## src/rtl/cnn_pkg.sv

```systemverilog
// Shared types and helpers for the CNN streaming pool stage.
package cnn_pkg;

  typedef enum logic [1:0] {
    MODE_MAX = 2'd0,
    MODE_MIN = 2'd1,
    MODE_AVG = 2'd2
  } pool_mode_t;

  typedef enum logic {
    ST_IDLE = 1'b0,
    ST_ACC  = 1'b1
  } pool_state_t;

  // Accumulator width that holds a full-window signed sum without overflow.
  function automatic int ACC_W(input int wd, input int win_size);
    return wd + $clog2(win_size) + 1;
  endfunction

  // The reserved encoding falls back to max pooling.
  function automatic pool_mode_t decode_mode(input logic [1:0] m);
    case (m)
      2'd1:    return MODE_MIN;
      2'd2:    return MODE_AVG;
      default: return MODE_MAX;
    endcase
  endfunction

  function automatic logic signed [63:0] sat_signed(input logic signed [63:0] x,
                                                    input int unsigned w);
    logic signed [63:0] hi;
    logic signed [63:0] lo;
    hi = (64'sd1 <<< (w - 1)) - 64'sd1;
    lo = -hi - 64'sd1;
    if (x > hi)      return hi;
    else if (x < lo) return lo;
    else             return x;
  endfunction

endpackage

```

## src/rtl/pool_lane.sv

```systemverilog
// Single-lane pooling accumulator and result register.
// Optional POOL_RELU_FUSE_EN clamps negative results to zero.
module pool_lane
  import cnn_pkg::*;
#(
  parameter int WD        = 16,
  parameter int WIN_SIZE  = 4,
  parameter int AVG_SHIFT = 2
) (
  input  logic                 clk,
  input  logic                 rst,
  input  logic                 beat_first,
  input  logic                 beat_acc,
  input  logic                 emit,
  input  pool_mode_t           mode,
  input  logic signed [WD-1:0] data,
  output logic signed [WD-1:0] q
);

  localparam int AW = ACC_W(WD, WIN_SIZE);

  function automatic logic signed [63:0] round_shift(input logic signed [63:0] x);
    return (x + (64'sd1 <<< (AVG_SHIFT - 1))) >>> AVG_SHIFT;
  endfunction

  logic signed [AW-1:0] acc;
  logic signed [AW-1:0] acc_nxt;
  logic signed [AW-1:0] data_x;
  logic signed [63:0]   wide;
  logic signed [63:0]   res;

  always_comb begin
    data_x  = {{(AW-WD){data[WD-1]}}, data};
    acc_nxt = data_x;
    if (!beat_first) begin
      case (mode)
        MODE_MIN: acc_nxt = (data_x < acc) ? data_x : acc;
        MODE_AVG: acc_nxt = acc + data_x;
        default:  acc_nxt = (data_x > acc) ? data_x : acc;
      endcase
    end
    wide = {{(64-AW){acc_nxt[AW-1]}}, acc_nxt};
    if (mode == MODE_AVG) res = sat_signed(round_shift(wide), WD);
    else                  res = wide;
`ifdef POOL_RELU_FUSE_EN
    if (res < 64'sd0) res = 64'sd0;
`endif
  end

  // Result stage: q is loaded on the accepted last beat of a window.
  always_ff @(posedge clk) begin
    if (rst) begin
      acc <= '0;
      q   <= '0;
    end else begin
      if (beat_first || beat_acc) acc <= acc_nxt;
      if (emit)                   q   <= res[WD-1:0];
    end
  end

endmodule

```

## src/rtl/pool_stream.sv

```systemverilog
// Streaming window pool (max/min/avg) over CH_NUM signed lanes, valid/ready framed.
// Optional POOL_RELU_FUSE_EN fuses a relu clamp into each lane result.
module pool_stream
  import cnn_pkg::*;
#(
  parameter int CH_NUM    = 6,
  parameter int WD        = 16,
  parameter int WIN_SIZE  = 4,
  parameter int AVG_SHIFT = 2
) (
  input  logic                 clk,
  input  logic                 rst,
  input  logic [1:0]           mode,
  input  logic                 in_valid,
  output logic                 in_ready,
  input  logic                 first_data,
  input  logic                 last_data,
  input  logic [WD*CH_NUM-1:0] data_i,
  output logic                 out_valid,
  input  logic                 out_ready,
  output logic [WD*CH_NUM-1:0] q,
  output logic                 err
);

  localparam int CW = $clog2(WIN_SIZE + 1);

  pool_state_t state;
  logic [CW-1:0] cnt;
  pool_mode_t  mode_q;
  pool_mode_t  eff_mode;
  logic        accept;
  logic        beat_first;
  logic        beat_acc;
  logic        beat_stray;
  logic        emit;

  assign in_ready = !out_valid || out_ready;

  always_comb begin
    accept     = in_valid && in_ready;
    beat_first = accept && first_data;
    beat_acc   = accept && !first_data && (state == ST_ACC);
    beat_stray = accept && !first_data && (state == ST_IDLE);
    emit       = (beat_first || beat_acc) && last_data;
    // The window's mode is taken from its first beat and held thereafter.
    eff_mode   = first_data ? decode_mode(mode) : mode_q;
  end

  always_ff @(posedge clk) begin
    if (rst) begin
      state     <= ST_IDLE;
      cnt       <= '0;
      out_valid <= 1'b0;
      err       <= 1'b0;
      mode_q    <= MODE_MAX;
    end else begin
      err <= 1'b0;
      if (out_valid && out_ready) out_valid <= 1'b0;
      if (emit)                   out_valid <= 1'b1;
      if (beat_first) begin
        mode_q <= eff_mode;
        cnt    <= CW'(1);
        state  <= last_data ? ST_IDLE : ST_ACC;
        if ((state == ST_ACC) || (last_data && (WIN_SIZE != 1))) err <= 1'b1;
      end else if (beat_acc) begin
        cnt <= cnt + CW'(1);
        if (last_data) begin
          state <= ST_IDLE;
          if ((32'(cnt) + 32'd1) != 32'(WIN_SIZE)) err <= 1'b1;
        end
      end else if (beat_stray) begin
        err <= 1'b1;
      end
    end
  end

  for (genvar k = 0; k < CH_NUM; k++) begin : g_lane
    pool_lane #(
      .WD        (WD),
      .WIN_SIZE  (WIN_SIZE),
      .AVG_SHIFT (AVG_SHIFT)
    ) u_lane (
      .clk        (clk),
      .rst        (rst),
      .beat_first (beat_first),
      .beat_acc   (beat_acc),
      .emit       (emit),
      .mode       (eff_mode),
      .data       (data_i[WD*(CH_NUM-k)-1 -: WD]),
      .q          (q[WD*(CH_NUM-k)-1 -: WD])
    );
  end

endmodule

```

## config.mk

```make
export PLATFORM = sky130hd
export DESIGN_NAME = pool_stream
export DESIGN_NICKNAME = d
export VERILOG_FILES = /design/src/rtl/cnn_pkg.sv /design/src/rtl/pool_lane.sv /design/src/rtl/pool_stream.sv
export SDC_FILE = /design/constraint.sdc
export NUM_CORES = 1
export LEC_CHECK = 0
export BUFFER_PORTS_ARGS = -buffer_cell sky130_fd_sc_hd__buf_2
export CAP_MARGIN = 40
export CORE_ASPECT_RATIO = 1.25
export CORE_UTILIZATION = 48
export CTS_CLUSTER_DIAMETER = 150
export DETAILED_ROUTE_END_ITERATION = 16
export GPL_ROUTABILITY_DRIVEN = 1
export PLACE_DENSITY = 0.74
export SYNTH_ARGS = -nofsm -noshare
export SYNTH_HDL_FRONTEND = slang
export SYNTH_HIERARCHICAL = 1
export SYNTH_SLANG_ARGS = --single-unit
```

## constraint.sdc

```tcl
create_clock -name clk -period 10.4 [get_ports clk]
set_input_delay 1.56 -clock clk [delete_from_list [all_inputs] [get_ports clk]]
set_output_delay 1.56 -clock clk [all_outputs]
set_load 0.02 [all_outputs]
```

==> summary by stage <==
Timing
At the pin with the least slew margin, the transition time is 0.913 ns. Hold timing on the final database bottoms out at a slack of 0.442 ns. The final hold violation count is 0. The worst path meets setup with between 3 and 4 ns of slack. The setup violation total in the final timing report is 0. Clock skew on the completed layout was measured at about 0.018 ns.

The minimum clock period is 6.94 ns. Headroom to the max-slew limit came out at 0.391. Setup repair after global routing left no endpoint under its margin. Summed over all failing endpoints, the final setup total negative slack is 0 ns. The final max-slew violation count is 0. Dividing the final minimum period by the clock period gives 0.667. The highest clock rate is 144 MHz.

Worst setup path
The worst setup path startpoint is data_i[79]. The capture point of the worst reg-to-reg path is g_lane[1].u_lane/q[9]. On the worst path, the slowest cell contributes a delay of 0.77 ns. The worst path required time is 10.86 ns. The register-to-register path setup slack is ~4.2 ns. The worst path arrival time is 7.40 ns. The critical setup path kind is input pin to flip-flop. The highest fanout seen on the critical path is 17.

The number of cell instances on the worst register-to-register path is 19. The slowest stage cell on the critical path is ha_1. The startpoint class of the critical path is an input pin. The startpoint identified for the worst register-to-register timing path is g_lane[1].u_lane/acc[18]. Walking the worst path, the cells encountered are buf_2 > ha_1 > nand4_4 > nor4_4 > a2111oi_4 > a21oi_4 > nor2_2 > o32ai_1 > a221o_2 > ha_1 > inv_1 > a31oi_1 > and3_1 > nand4_1 > nor4_4 > o211ai_1 > a311oi_2 > nand2_1 > o21a_1. The worst setup path is captured at a flip-flop.

Routing
The final routed DRC violation total is 0. The overall via count from detail_route is 32.6k. The post-route antenna net violation count is 0. Dividing the detail-routed wire length by the instance count gives 22.0 um. The total wirelength of the detailed-routed design is 109000 um. After the first detailed-routing iteration, the DRC count stood at roughly 3.7k. The first TritonRoute pass finished after 6 iterations.

The average via count per standard cell is 6.60.

Synthesis
The synthesized area per cell is between 7 and 8 sq um. The warning count from the yosys run is 6. The distinct cell type count after synthesis is around 110. The area share of the leading cell type in the synthesized netlist is 0.148. The post-synth design cell area is slightly below 0.03 sq mm. The commonest cells after synthesis are nand2_1 (483), nor2_1 (347), a21oi_1 (321). Synthesis inferred between 200 and 250 register bits. Of all cell types, the one taking the most synthesized area is dfxtp_1.

For this run, asynchronously set or reset flops after synthesis account for 0. The most common flop cell mapped by yosys is dfxtp_1. Of the synthesized area, sequential elements account for 0.148.

By area the synthesized netlist is led by dfxtp_1 (15%), ha_1 (10%), nand2_1 (6.1%), a21oi_1 (5.4%), nor2_1 (4.4%). The number of nets handed over by synthesis was 4439. The number of enable-type register cells in the synthesized netlist is 0.

The cell count after synthesis came out at 4088. The cell with the most instances after synthesis is nand2_1.

Clock network
The number of H-tree levels is 1. The root buffer cell is clkbuf_16. Buffers inserted during clock tree synthesis total 27. The post-cts resize count is 0.

TritonCTS built the clock tree. The clock latency on the worst-skew pair is 0.57 ns. No sink is reached through more buffers than the 3 on the longest clock path. The quantity of hold-fixing buffers added after cts is 0.

Clock tree synthesis found a total of around 220 sinks. The clock-pin slew on the worst setup and hold paths is 0.06 ns. The total setup buffers inserted after CTS is 0.

Cells and area
The share of post-route cells with drive strength above 1 is 0.136. The layout net count is 4445. Excluding fillers, the count of instances in the completed layout stands at 4941. Once layout is complete, the utilization of the core stands at 0.518.

Compared with the post-synthesis result, the final layout area differs by 6.58%. Counting the fill cells in the layout gives about 6k.

Floorplan
The die covers 0.0626 sq mm. The area of the core region is approximately 0.06 sq mm. The row count is 101. The die span in y is between 200 and 300 um. For this configuration, the core starts out at a cell density of 0.486. Pin placement for this block handled 203 I/O pins.

The die extent in x is 224 um.

Power and ir drop
The highest ir drop seen on vdd is 0.000105 V. For this design the ratio of total power to cell area is 126 mW/mm^2. The cell leakage power is approximately 12 nW.

Global route
In the global route stage, overall resource usage came out at 0.331. The overall overflow remaining after global route is 0. Entering global routing, the biggest net connects 108 pins. The via count of the first global-routing pass is 30.1k.

The number of antenna violations at the first check in global routing was 7. The first global-routing pass estimated 168000 um of wire.

Hold path
The worst hold path was traced through 2 stages. The path with the worst hold slack has its endpoint at g_lane[1].u_lane/q[11]. The type of the worst min-delay path is flip-flop to flip-flop. In this run the most critical hold path is launched from g_lane[1].u_lane/q[11].

Placement
In this run, placement finished with an instance count of 4889. The wire-length estimate of the detail-placed layout is 81100 um. The congestion estimate from routability-driven global placement came to around 1.0. The number of port buffers is 202. The placement-stage worst setup slack is 2.96 ns.

Job
The max-capacitance violation count is 0.

Outcome
The flow ran to the end, and the final reports show no timing, DRC or antenna violations.
[per-layer routing]
layer	part of all wire	global-route usage
met5	0.00022	0
met4	0.064	0.194
met3	0.081	0.0419
met2	0.46	0.549
met1	0.40	0.409
[how the worst max path moves through the flow]
stage | to | slack, ns | cells past startpoint
after floorplan | g_lane[1].u_lane/q[12] | 4.15 | 21
after global placement | g_lane[1].u_lane/q[4] | 3.15 | 19
after detailed placement | g_lane[1].u_lane/q[12] | 2.96 | 19
after CTS | g_lane[1].u_lane/q[12] | 3.55 | 19
after global routing | g_lane[1].u_lane/q[5] | 2.94 | 19
final | g_lane[1].u_lane/q[9] | 3.46 | 19
[worst max-delay path: cells and delay by family]
kind,cells,cell delay [ns]
fa+ha+maj,2,0.98
compound gates,8,2.55
simple gates,7,2.07
buf+inv,2,0.23
[logic make-up (layout without fill, tap and decap cells)]
kind of cell,Yosys count,in the layout,synth area share
AOI/OAI and AO/OA,1400,1400,0.350
xor gates and xnor gates,124,124,0.0367
adders and majority gates,247,247,0.106
buffers and inverters,542,568,0.0803
DFF,218,218,0.148
muxes,50,50,0.0176
other,0,3,0
and+or+nand+nor,1507,1507,0.262
[area by class of cell]
type                    instances  area, sq um  share of cell area
multi-input cells            3328        22900               0.725
well taps                     824         1030              0.0327
clock inverters                15          175             0.00556
clock buffers                  34          712              0.0226
repair buffers                237         1310              0.0415
diodes                          3         7.51            0.000238
inverters                     282         1060              0.0336
flip-flops and latches        218         4360               0.138
[report_power, final]
part	switching, mW	total [mW]	leakage [nW]	internal (mW)
Clock	0.412	0.973	0.423	0.561
Sequential	0.0898	0.991	1.78	0.901
Combinational	1.33	2.01	9.96	0.678
[placed cells by master, fill, tap and decap left out, types with 31 or more instances in the layout]
| master | instances |
|---|---|
| o22ai_1 | 52 |
| o31ai_1 | 50 |
| nor2_1 | 345 |
| nor4_1 | 36 |
| mux2i_1 | 33 |
| nand2_1 | 483 |
| o21ai_0 | 169 |
| buf_4 | 32 |
| ha_1 | 241 |
| a211oi_1 | 128 |
| nand4_1 | 38 |
| nand2b_1 | 52 |
| xnor2_1 | 75 |
| or3_1 | 42 |
| o21ai_1 | 35 |
| inv_1 | 265 |
| a21boi_0 | 31 |
| nor3_1 | 86 |
| nand3_1 | 159 |
| buf_2 | 201 |
| a31oi_1 | 70 |
| a21o_1 | 37 |
| dfxtp_1 | 218 |
| a21oi_1 | 321 |
| nor2b_1 | 56 |
| xor2_1 | 49 |
[stage by stage]
step           total power [mW]  area [sq um]
6_report                   3.97         31500
5_1_grt                    4.18         31500
4_1_cts                    3.93         31500
3_5_place_dp               2.95         30600
3_3_place_gp               2.94         30600
2_1_floorplan              2.44         29600
[flip-flops by register name, indices dropped and copies added, names as in the netlist]
name,count
state,1
g_lane.u_lane/acc,114
out_valid,1
g_lane.u_lane/q,96
err,1
cnt,3
mode_q,2
Note: power is estimated with default switching activity, not from simulation.
